## src/rtl/instr_fetch_unit_pkg.sv

```systemverilog
// Shared definitions for the instruction fetch unit.
// Covers branch encodings, opcode constants, fetch-state encodings and the reset PC default.
package instr_fetch_unit_pkg;

   localparam logic [31:0] DEFAULT_RESET_PC = '0;
   localparam int unsigned OP_W             = 4;

   typedef enum logic [2:0] {
      BR_NONE = 3'b000,
      BR_BR   = 3'b001,
      BR_BMI  = 3'b010,
      BR_BPL  = 3'b011,
      BR_BZ   = 3'b100
   } branch_e;

   typedef enum logic [1:0] {
      S_IDLE = 2'b00,
      S_REQ  = 2'b01,
      S_HOLD = 2'b10
   } fetch_state_e;

   localparam logic [OP_W-1:0] OP_NOP = 4'h0;

endpackage

```

## src/rtl/instr_fetch_unit_branch_resolve.sv

```systemverilog
// Combinational branch resolution.
// Takes BRANCH code and ALU flags; produces the taken decision and the next PC.
module branch_resolve
   import instr_fetch_unit_pkg::*;
#(
   parameter int unsigned ADDR_W = 32,
   parameter int unsigned PC_INC = 4
) (
   input  logic [2:0]        branch,
   input  logic              flag_n,
   input  logic              flag_z,
   input  logic [ADDR_W-1:0] pc,
   input  logic [ADDR_W-1:0] target,
   output logic              taken,
   output logic [ADDR_W-1:0] next_pc
);

   always_comb begin
      taken = 1'b0;
      case (branch)
         BR_BR:   taken = 1'b1;
         BR_BMI:  taken = flag_n;
         BR_BPL:  taken = ~flag_n & ~flag_z;
         BR_BZ:   taken = flag_z;
         default: taken = 1'b0;
      endcase
   end

   // Sequential path wraps modulo 2^ADDR_W.
   assign next_pc = taken ? target : pc + ADDR_W'(PC_INC);

endmodule

```

## src/rtl/instr_fetch_unit.sv

```systemverilog
// Fetch front end: PC register, instruction register and the req/ack fetch FSM.
// Next-PC selection is delegated to branch_resolve.
module instr_fetch_unit
   import instr_fetch_unit_pkg::*;
#(
   parameter int unsigned       ADDR_W   = 32,
   parameter int unsigned       INSTR_W  = 32,
   parameter logic [ADDR_W-1:0] RESET_PC = ADDR_W'(DEFAULT_RESET_PC),
   parameter int unsigned       PC_INC   = 4
) (
   input  logic               clk,
   input  logic               reset,
   input  logic               loadPC,
   input  logic [2:0]         BRANCH,
   input  logic               flag_n,
   input  logic               flag_z,
   input  logic [ADDR_W-1:0]  branch_target,
   output logic               imem_req,
   output logic [ADDR_W-1:0]  imem_addr,
   input  logic [INSTR_W-1:0] imem_rdata,
   input  logic               imem_ack,
   output logic [ADDR_W-1:0]  pc,
   output logic [INSTR_W-1:0] instr,
   output logic [OP_W-1:0]    op_code,
   output logic               instr_valid,
   output logic               br_taken,
   output logic               fetch_err
);

   fetch_state_e      state, state_nxt;
   logic              taken;
   logic [ADDR_W-1:0] next_pc;
   logic              commit;
   logic              fill;

   branch_resolve #(
      .ADDR_W (ADDR_W),
      .PC_INC (PC_INC)
   ) u_branch_resolve (
      .branch  (BRANCH),
      .flag_n  (flag_n),
      .flag_z  (flag_z),
      .pc      (pc),
      .target  (branch_target),
      .taken   (taken),
      .next_pc (next_pc)
   );

   always_ff @(posedge clk or posedge reset) begin
      if (reset) state <= S_IDLE;
      else       state <= state_nxt;
   end

   always_comb begin
      state_nxt = state;
      case (state)
         S_IDLE:  state_nxt = S_REQ;
         S_REQ:   if (imem_ack) state_nxt = S_HOLD;
         S_HOLD:  if (loadPC)   state_nxt = S_REQ;
         default: state_nxt = S_IDLE;
      endcase
   end

   // imem_req decodes straight from the state register so reset drops it immediately.
   always_comb begin
      imem_req = (state == S_REQ);
      fill     = (state == S_REQ)  && imem_ack;
      commit   = (state == S_HOLD) && loadPC;
   end

   always_ff @(posedge clk or posedge reset) begin
      if (reset) begin
         pc          <= RESET_PC;
         instr       <= '0;
         instr_valid <= 1'b0;
         br_taken    <= 1'b0;
         fetch_err   <= 1'b0;
      end else begin
         br_taken <= 1'b0;
         if (fill) begin
            instr       <= imem_rdata;
            instr_valid <= 1'b1;
         end
         if (commit) begin
            pc          <= next_pc;
            instr_valid <= 1'b0;
            br_taken    <= taken;
         end
         if (loadPC && !instr_valid)
            fetch_err <= 1'b1;
      end
   end

   assign imem_addr = pc;
   assign op_code   = instr[INSTR_W-1 -: OP_W];

endmodule

```

## config.mk

```make
export PLATFORM = sky130hd
export DESIGN_NAME = instr_fetch_unit
export DESIGN_NICKNAME = d
export VERILOG_FILES = /design/src/rtl/instr_fetch_unit_pkg.sv /design/src/rtl/instr_fetch_unit_branch_resolve.sv /design/src/rtl/instr_fetch_unit.sv
export SDC_FILE = /design/constraint.sdc
export NUM_CORES = 1
export LEC_CHECK = 0
export ABC_AREA = 1
export CAP_MARGIN = 20
export CORE_MARGIN = 3
export CORE_UTILIZATION = 48
export CTS_BUF_LIST = sky130_fd_sc_hd__clkbuf_8
export CTS_CLUSTER_SIZE = 24
export DETAILED_ROUTE_END_ITERATION = 7
export PLACE_DENSITY = 0.89
export SYNTH_ARGS = -nofsm -noshare
export SYNTH_HDL_FRONTEND = slang
export SYNTH_SLANG_ARGS = --single-unit
```

## constraint.sdc

```tcl
create_clock -name clk -period 4.65 [get_ports clk]
set_clock_uncertainty 0.1 [all_clocks]
set_input_delay 1.395 -clock clk [delete_from_list [all_inputs] [get_ports clk]]
set_output_delay 1.395 -clock clk [all_outputs]
set_load 0.005 [all_outputs]
```

Yosys cells after proc, flatten, opt, wreduce, memory -nomap -nowiden
Index checks and enable logic that the tools add are counted.

Bits of input ports: 73. Word-level logic and storage cells: 33. Register bits: 69. Output and inout bits: 104.

Bitwise gates (word level): 3. Multiplexer cells: 8. Reduce and logical (&&, ||, !) cells: 7. Equality and inequality tests: 8. Add/subtract/negate cells: 1.

Operators with widths (number): $add A32 B3 Y32 const B (1); $mux W32 (1); $eq A3 B2 Y1 const B (2); $pmux W2 S3 (1); $mux W2 (2); $pmux W1 S4 (1); $eq A3 B1 Y1 const B (1); $eq A3 B3 Y1 const B (1); $logic_and A1 B1 Y1 (3); $mux W1 (3); $eq A2 B1 Y1 const B (1); $eq A2 B2 Y1 const B (1); $logic_not A2 Y1 (1); $ne A2 B1 Y1 const B (1); $ne A2 B2 Y1 const B (1); $not A1 Y1 (2); $reduce_and A2 Y1 (1); $reduce_bool A2 Y1 (1); $and A1 B1 Y1 (1); $logic_not A1 Y1 (1).

Logic depth before layout (Yosys ltp)
Depth after elaboration: 4. Depth in mapped cells: 11.

By module
From an unflattened synthesis, not the netlist that was laid out.

Cells, all modules: 620. Area total of the unflattened synthesis: 4446.8 um^2.

Modules (own cells, without submodules): instr_fetch_unit (area an instance 3184.3 um^2, instances 1, cells an instance 343, sequential area each 1726.7 um^2); branch_resolve (area an instance 1262.5 um^2, instances 1, cells an instance 277, sequential area each 0.0 um^2).

Least setup slack after synthesis
OpenSTA, ideal clock, no wires.

Kind: input-to-reg. From: input flag_n. To: register pc[8] (netlist: imem_addr[8]). Arrival: 2.212 ns. Setup slack: 2.213 ns. Stages: 7. Path through: nand2_1 -> nand3_1 -> a21oi_4 -> nand2_4 -> buf_6 -> nand2_1 -> nand3_1.

Word-level cells in the longest chain between the ends: 4.

RTL lines: start, declared (line instr_fetch_unit.sv:15) `input logic flag_n,`; $not A1 Y1 (line instr_fetch_unit_branch_resolve.sv:23) `BR_BPL: taken = ~flag_n & ~flag_z;`; $and A1 B1 Y1 (line instr_fetch_unit_branch_resolve.sv:23); $pmux W1 S4 * (line instr_fetch_unit_branch_resolve.sv:20) `case (branch)`; $mux W32 * (line instr_fetch_unit_branch_resolve.sv:30) `assign next_pc = taken ? target : pc + ADDR_W'(PC_INC);`; end signal, assigned (line instr_fetch_unit.sv:85) `pc <= next_pc;`; end, declared (line instr_fetch_unit.sv:22) `output logic [ADDR_W-1:0] pc,`.

Mark *: on every way between the ends. The rest lies on a longest branch, timed or not. A chain may end at the register's enable or synchronous reset.

Final worst setup path
From: input loadPC. To: register pc[14] (netlist: imem_addr[14]).

Word-level cells in the longest chain between the ends: 1.

RTL lines: start, declared (line instr_fetch_unit.sv:13) `input logic loadPC,`; $logic_and A1 B1 Y1 (line instr_fetch_unit.sv:68) `commit = (state == S_HOLD) && loadPC;`.

No other way between the ends.

==> run_results.csv <==
group,metric,value,unit
floorplan,initial_core_util,0.502,
min_path,hp-class,"flop to flop",
synthesis,muxShareOfSynthArea,0.0856,
place,preCtsSetupSlack,1170,ps
layout,final_cell_mix,"clkdlybuf4s50_1, nand2_1, dfrtp_1",
synthesis,synth.distinct_cells,36,
global_routing,grt_start_max_net_pins,48,
synthesis,synthXorXnorAreaFrac,0.00208,
synthesis,avgSynthCellArea,7.86,um^2
clocking,post_cts_buffers,0,
global_routing,grt_pass1_vias,4031,
floorplan,core,0.00838,mm^2
critical_path,crit_type,"input port to flop",
place,placed_cells,769,
clocking,root_buffer,"clkbuf_8",
timing,setup_viol,0,
clocking,cts_buffer_depth,2,
synthesis,synth_top_family_by_area,"simple AND/OR/NAND/NOR gates",
power_and_ir_drop,max-vdd-ir-drop,0.418,mV
global_routing,antenna_found_initial,0,
synthesis,synth-compound-area-share,0.0559,
synthesis,synth_fa_ha_area_frac,0.00297,
floorplan,die_x,99.7,um
routing,postRouteAntennaNets,0,
timing,drv_slew,0,
floorplan,die_h,99.7,um
timing,worst_slew_pin_slew,747,ps
timing,final.setup.tns,0,ps
clocking,holdBufCountCts,0,
timing,relSlewSlack,0.501,
routing,drc,0,
clocking,cts_buffers,9,
place,dp.final_hpwl,8.68,mm
place,gp_congestion,0.916,
critical_path,arrival,3330,ps
layout,postLayoutCoreUtil,0.709,
routing,routedWlPerCell,14.9,um
routing,vias_per_cell,5.11,
synthesis,synthSimpleGateAreaFrac,0.294,
power_and_ir_drop,power.total,3.52,mW
critical_path,crit_top_cell,"inv_1",
power_and_ir_drop,cellPowerDensity,593,mW/mm^2
routing,drtIter0Drc,199,
timing,layout_setup_ws,1500,ps
critical_path,critical_path.cell_chain,"clkdlybuf4s50_1 -> inv_1 -> nor3_4 -> buf_4 -> inv_1 -> nor2_1 -> nor2_1 -> nand2_1 -> nand2_1 -> inv_1",
clocking,htree_levels,3,
layout,fill_cells,653,
clocking,cts_resized,0,
synthesis,syn_inst,536,
global_routing,grt_pass1_wl,19.5,mm
routing,num_vias,4005,
place,numPortBuffers,176,
layout,final_common_cell,"clkdlybuf4s50_1",
global_routing,grt.overflow.total,0,
layout,multi_input_comb_area,0.00185,mm^2
layout,drive_gt1_frac,0.100,
synthesis,syn_nets,610,
timing,post-route-period-util,0.677,
critical_path,worstPathMaxFanout,39,
layout,n_antenna_cell,0,
synthesis,synth_seq_cells,69,
critical_path,max_stage_delay,490,ps
timing,grt_setup_unrepaired,"no",
routing,firstDrtPassIters,5,
timing,finalHoldViolations,0,
critical_path,worstSetupEndpointType,"flop",
critical_path,cp-start-kind,"input port",
critical_path,cp_slowest_cell,"clkdlybuf4s50_1",
critical_path,reg2reg_setup_slack,2610,ps
timing,fmax,318,MHz
synthesis,ys_seq_area_frac,0.410,
layout,seq_area,0.00173,mm^2
critical_path,cp.required,4840,ps
layout,layout.cells.non_filler,784,
job,maxCapViolCount,0,
floorplan,fp.dieArea,0.00993,mm^2
timing,whs,390,ps
timing,fin_crit,3150,ps
place,placed_cell_area,0.00573,mm^2
layout,syn_to_final_growth,41.1,%
clocking,clkLatencyLatePin,340,ps
global_routing,grt_usage,0.242,
synthesis,yosysWarnings,0,
synthesis,synth_area,0.00421,mm^2
floorplan,ios,177,
routing,wirelength,11.7,mm
clocking,cts_sinks,69,
power_and_ir_drop,p_leak,2.77,nW
layout,nets,749,
clocking,clk_pin_slew_worst_paths,80,ps
clocking,cts_tree,"built",
layout,design_area,0.00594,mm^2
run_status,status,"complete, no violations",
floorplan,num_rows,33,
-- metal layers --
metal | up-vias | GRT usage | share of wire
met1 | 1875 | 0.288 | 0.39
met3 | 15 | 0.0877 | 0.11
met4 | 0 | 0.0662 | 0.014
li1 | 1932 | - | -
met2 | 183 | 0.413 | 0.49
met5 | - | 0 | 0
-- where the power goes --
group / internal [mW] / total (mW) / switching (mW)
Combinational: 1.08 / 1.75 / 0.667
Clock: 0.299 / 0.538 / 0.239
Sequential: 0.891 / 1.23 / 0.342
Total: 2.27 / 3.52 / 1.25
-- cell families after synthesis --
kind of cell             after synthesis
multiplexers                          32
AND/OR/NAND/NOR                      279
flip-flops                            69
buffers and inverters                113
AO/OA/AOI/OAI                         41
adder cells (fa/ha/maj)                1
XOR/XNOR                               1
-- worst max-delay path: cells and delay by family --
family	cells	cell delay (ps)
simple gates	5	470
buf+inv	5	1440
-- state kept, by name (all words and copies together), names as in the netlist --
register	cells
imem_addr	32
instr	32
state	2
br_taken	1
fetch_err	1
instr_valid	1
-- Yosys cell counts (all sizes together) --
| library cell | count | area share |
|---|---|---|
| nand2 | 174 | 0.16 |
| dfrtp | 69 | 0.41 |
| inv | 62 | 0.055 |
| buf | 48 | 0.092 |
| nor2 | 48 | 0.053 |
| nand3 | 45 | 0.055 |
| mux2 | 32 | 0.086 |
| o21ai | 29 | 0.036 |
| a21oi | 7 | 0.011 |
| nand4 | 4 | 0.0059 |
| clkbuf | 3 | 0.0030 |
| o211ai | 3 | 0.0053 |
| and2 | 2 | 0.0030 |
| nand3b | 2 | 0.0045 |
| nor3 | 2 | 0.0051 |
| or2 | 2 | 0.0030 |
| ha | 1 | 0.0030 |
| o21bai | 1 | 0.0018 |
| o22ai | 1 | 0.0015 |
| xor2 | 1 | 0.0021 |
-- worst paths after layout --
path / start / depth (start not counted) / end
min in group asynchronous: reset / 2 / instr[5]
setup reg to reg: state[0] / 8 / imem_addr[14]
max in group asynchronous: reset / 3 / imem_addr[21]
setup / recovery: loadPC / 10 / imem_addr[14]
hold reg to reg: fetch_err / 1 / fetch_err
hold / removal: fetch_err / 1 / fetch_err
-- cell type report --
class,instances,share of cell area
repair buffers,179,0.300
multi-input cells,354,0.312
well taps,105,0.0221
clock inverters,6,0.0150
clock buffers,9,0.0209
inverters,62,0.0392
flip-flops and latches,69,0.291
(Power assumes the default switching activity.)
==> patch (same settings) <==
The 3 states of `fetch_state_e` get a one-hot encoding in 3 bits.
--- a/src/rtl/instr_fetch_unit_pkg.sv
+++ b/src/rtl/instr_fetch_unit_pkg.sv
@@ -13,10 +13,10 @@
       BR_BZ   = 3'b100
    } branch_e;
 
-   typedef enum logic [1:0] {
-      S_IDLE = 2'b00,
-      S_REQ  = 2'b01,
-      S_HOLD = 2'b10
+   typedef enum logic [2:0] {
+      S_IDLE = 3'b001,
+      S_REQ  = 3'b010,
+      S_HOLD = 3'b100
    } fetch_state_e;
 
    localparam logic [OP_W-1:0] OP_NOP = 4'h0;
Formal check against the unedited RTL: no difference found for any inputs over 10 cycles, from zero or initial values and one cycle with reset high; not proved beyond that.
==> patch against the original RTL <==
- highest routed layer unchanged
- first-iteration DRC count rose by 22%
- core utilization decreased by 1.5 points
- final area up 1.8%
- sequential share of layout area fell by 0.089 points
- synthesized area grew 2.8%
- worst setup slack gained 0.0040 ns
- register-to-register slack got worse by 0.10 ns
- sequential cell count grew 1
- clock power decreased by 17%
- non-clock buffer count unchanged
- critical endpoint is now imem_req
- power is 2.7% lower
- wire length is 1.3% higher
==> patch: results (changes against the original RTL) <==
Status
  • Outcome: completed

CTS
  • Post-CTS sizing: 0 (unchanged)
  • H-tree Lvls: 3 (unchanged)
  • Clock slew seen by the registers of the worst setup and hold paths: 0.08 ns (about the same)
  • Skew-Pair Late Insertion Delay: 0.35 ns
  • Max clock buf depth: 2 (unchanged)
  • Root Buffer: clkbuf_8
  • Post-CTS setup buffers: 0 (unchanged)
  • Num CTS Buffers: 9 (unchanged)

Min path
  • Min-Delay Path Class: reg -> reg

Detailed routing
  • DRT iter0 DRCs: 243 (+22%)
  • DR vias: 4,009 (+0.10%)
  • Met1 Routed Length: 4491 µm (-2.0%)
  • Met3 wire len: 1204 µm (-3.5%)
  • Wire length on met2: 5990 µm (+4.8%)
  • Highest metal used: met4
  • Final WL: 11,860 µm (+1.3%)
  • Number of iterations in the first detailed-routing pass: 4 (-1)

GRT
  • Met1 Track Usage GR: 0.2718 (-0.01624)
  • Pin count of the biggest net entering global routing: 71 (+48%)
  • Total GRT Usage: 0.2367 (-0.005226)
  • Met2 Track Usage GR: 0.4020 (-0.01120)
  • Initial antenna violation count: 0 (unchanged)
  • First-pass GRT wire length: 19,040 µm (-2.3%)
  • Met3 Resource Use GR: 0.1010 (+0.01338)

Layout
  • Layout fillers: 654 (+0.15%)
  • Layout cells sized above 1: 0.09687 (-0.003281)
  • Non-Filler Instances: 810 (+3.3%)
  • # nets final: 771 (+2.9%)
  • Diodes inserted: 0 (unchanged)

Power
  • Combinational power share: 0.506 (+0.009)
  • Static Leak: 2.917 nW (+5.3%)
  • NetSw: 1.198 mW (-4.0%)
  • Worst vdd ir: 0.0003331 V (-20%)
  • Clk. pwr: 446 µW (-17%)

Yosys
  • Post-synthesis async set-or-reset flop share: 1.000 (unchanged)
  • Avg Inst Size Synth: 7.754 µm² (-1.3%)
  • Syn nets: 632 (+3.6%)
  • Unique cell type count in the Yosys netlist: 30 (-17%)
  • Sequential share of the synthesized area: 0.4051 (-0.004957)
  • Largest cells by area after synthesis: dfrtp_1 (40%), nand2_1 (15%), mux2_4 (9.7%)
  • Top cells by count, synth: nand2_1 (173), dfrtp_1 (69), inv_1 (65)
  • Syn. warnings: 0 (unchanged)

STA
  • Slew headroom: 0.4187 (-0.08264)

Setup path
  • Critical path data arrival time: 1.65 ns (-1.68 ns)
  • CP max FO: 4 (-90%)
  • R2R Setup Slk: 2.51 ns (-0.10 ns)

Placed design
  • Gpl congestion: 0.8655 (-5.5%)
  • Dpl hpwl: 8852 µm (+2.0%)
  • Port buffer count: 176 (unchanged)
  • Placed insts: 794 (+3.3%)
patch: cell types whose count changed after synthesis, sizes merged, moves of 2 or more:
cell,before,now
a21oi,7,10
buf,48,50
clkbuf,3,1
inv,62,66
nand2,174,177
nand3,45,47
nor2,48,59
patch: metrics by stage:
step | setup WS, ns | power, mW | area (µm²) | utilization | hold slack (ns)
floorplan | 1.388 | 2.086 | 4327 | - | 0.3678
global placement | 1.213 | 2.924 | 5874 | 0.6736 | 0.3618
detailed placement | 1.160 | 2.994 | 5874 | 0.6736 | 0.3679
CTS | 1.491 | 3.455 | 6050 | 0.6937 | 0.3902
global route | 1.286 | 3.672 | 6050 | 0.6937 | 0.4061
finish | 1.508 | 3.426 | 6050 | 0.6937 | 0.3915
patch: layout make-up:
type / instances / area [µm²] / share of cell area
timing repair buffer: 179 / 1784 / 0.2949
sequential: 70 / 1753 / 0.2898
tap: 108 / 135.1 / 0.02234
multi-input combinational: 371 / 1954 / 0.3231
clock inverter: 6 / 37.54 / 0.006205
inverter: 66 / 247.7 / 0.04095
clock buffer: 10 / 137.6 / 0.02275
patch: critical path: stages (launching register included):
cell,delay (ns)
dfrtp_1,0.44
nor3_4,0.29
clkdlybuf4s50_1,0.58
patch: worst paths after layout:
kind	cells past startpoint	endpoint	from
worst min-delay path	1	fetch_err	fetch_err
max in group asynchronous	3	imem_addr[28]	reset
worst max register to register	8	imem_addr[8]	state[1]
worst max-delay path	2	imem_req	state[2]
min in group asynchronous	3	instr[25]	reset
worst min register to register	1	fetch_err	fetch_err
patch: logic make-up (layout without fill, tap and decap cells):
group                      after synthesis  count (layout)  synth area share
adders and majority gates                1               1          0.002891
and+or+nand+nor                        295             295            0.2898
DFF                                     70              70            0.4051
buffers and inverters                  117             261            0.1431
AOI/OAI and AO/OA                       43              43           0.05147
muxes                                   32              32            0.1076
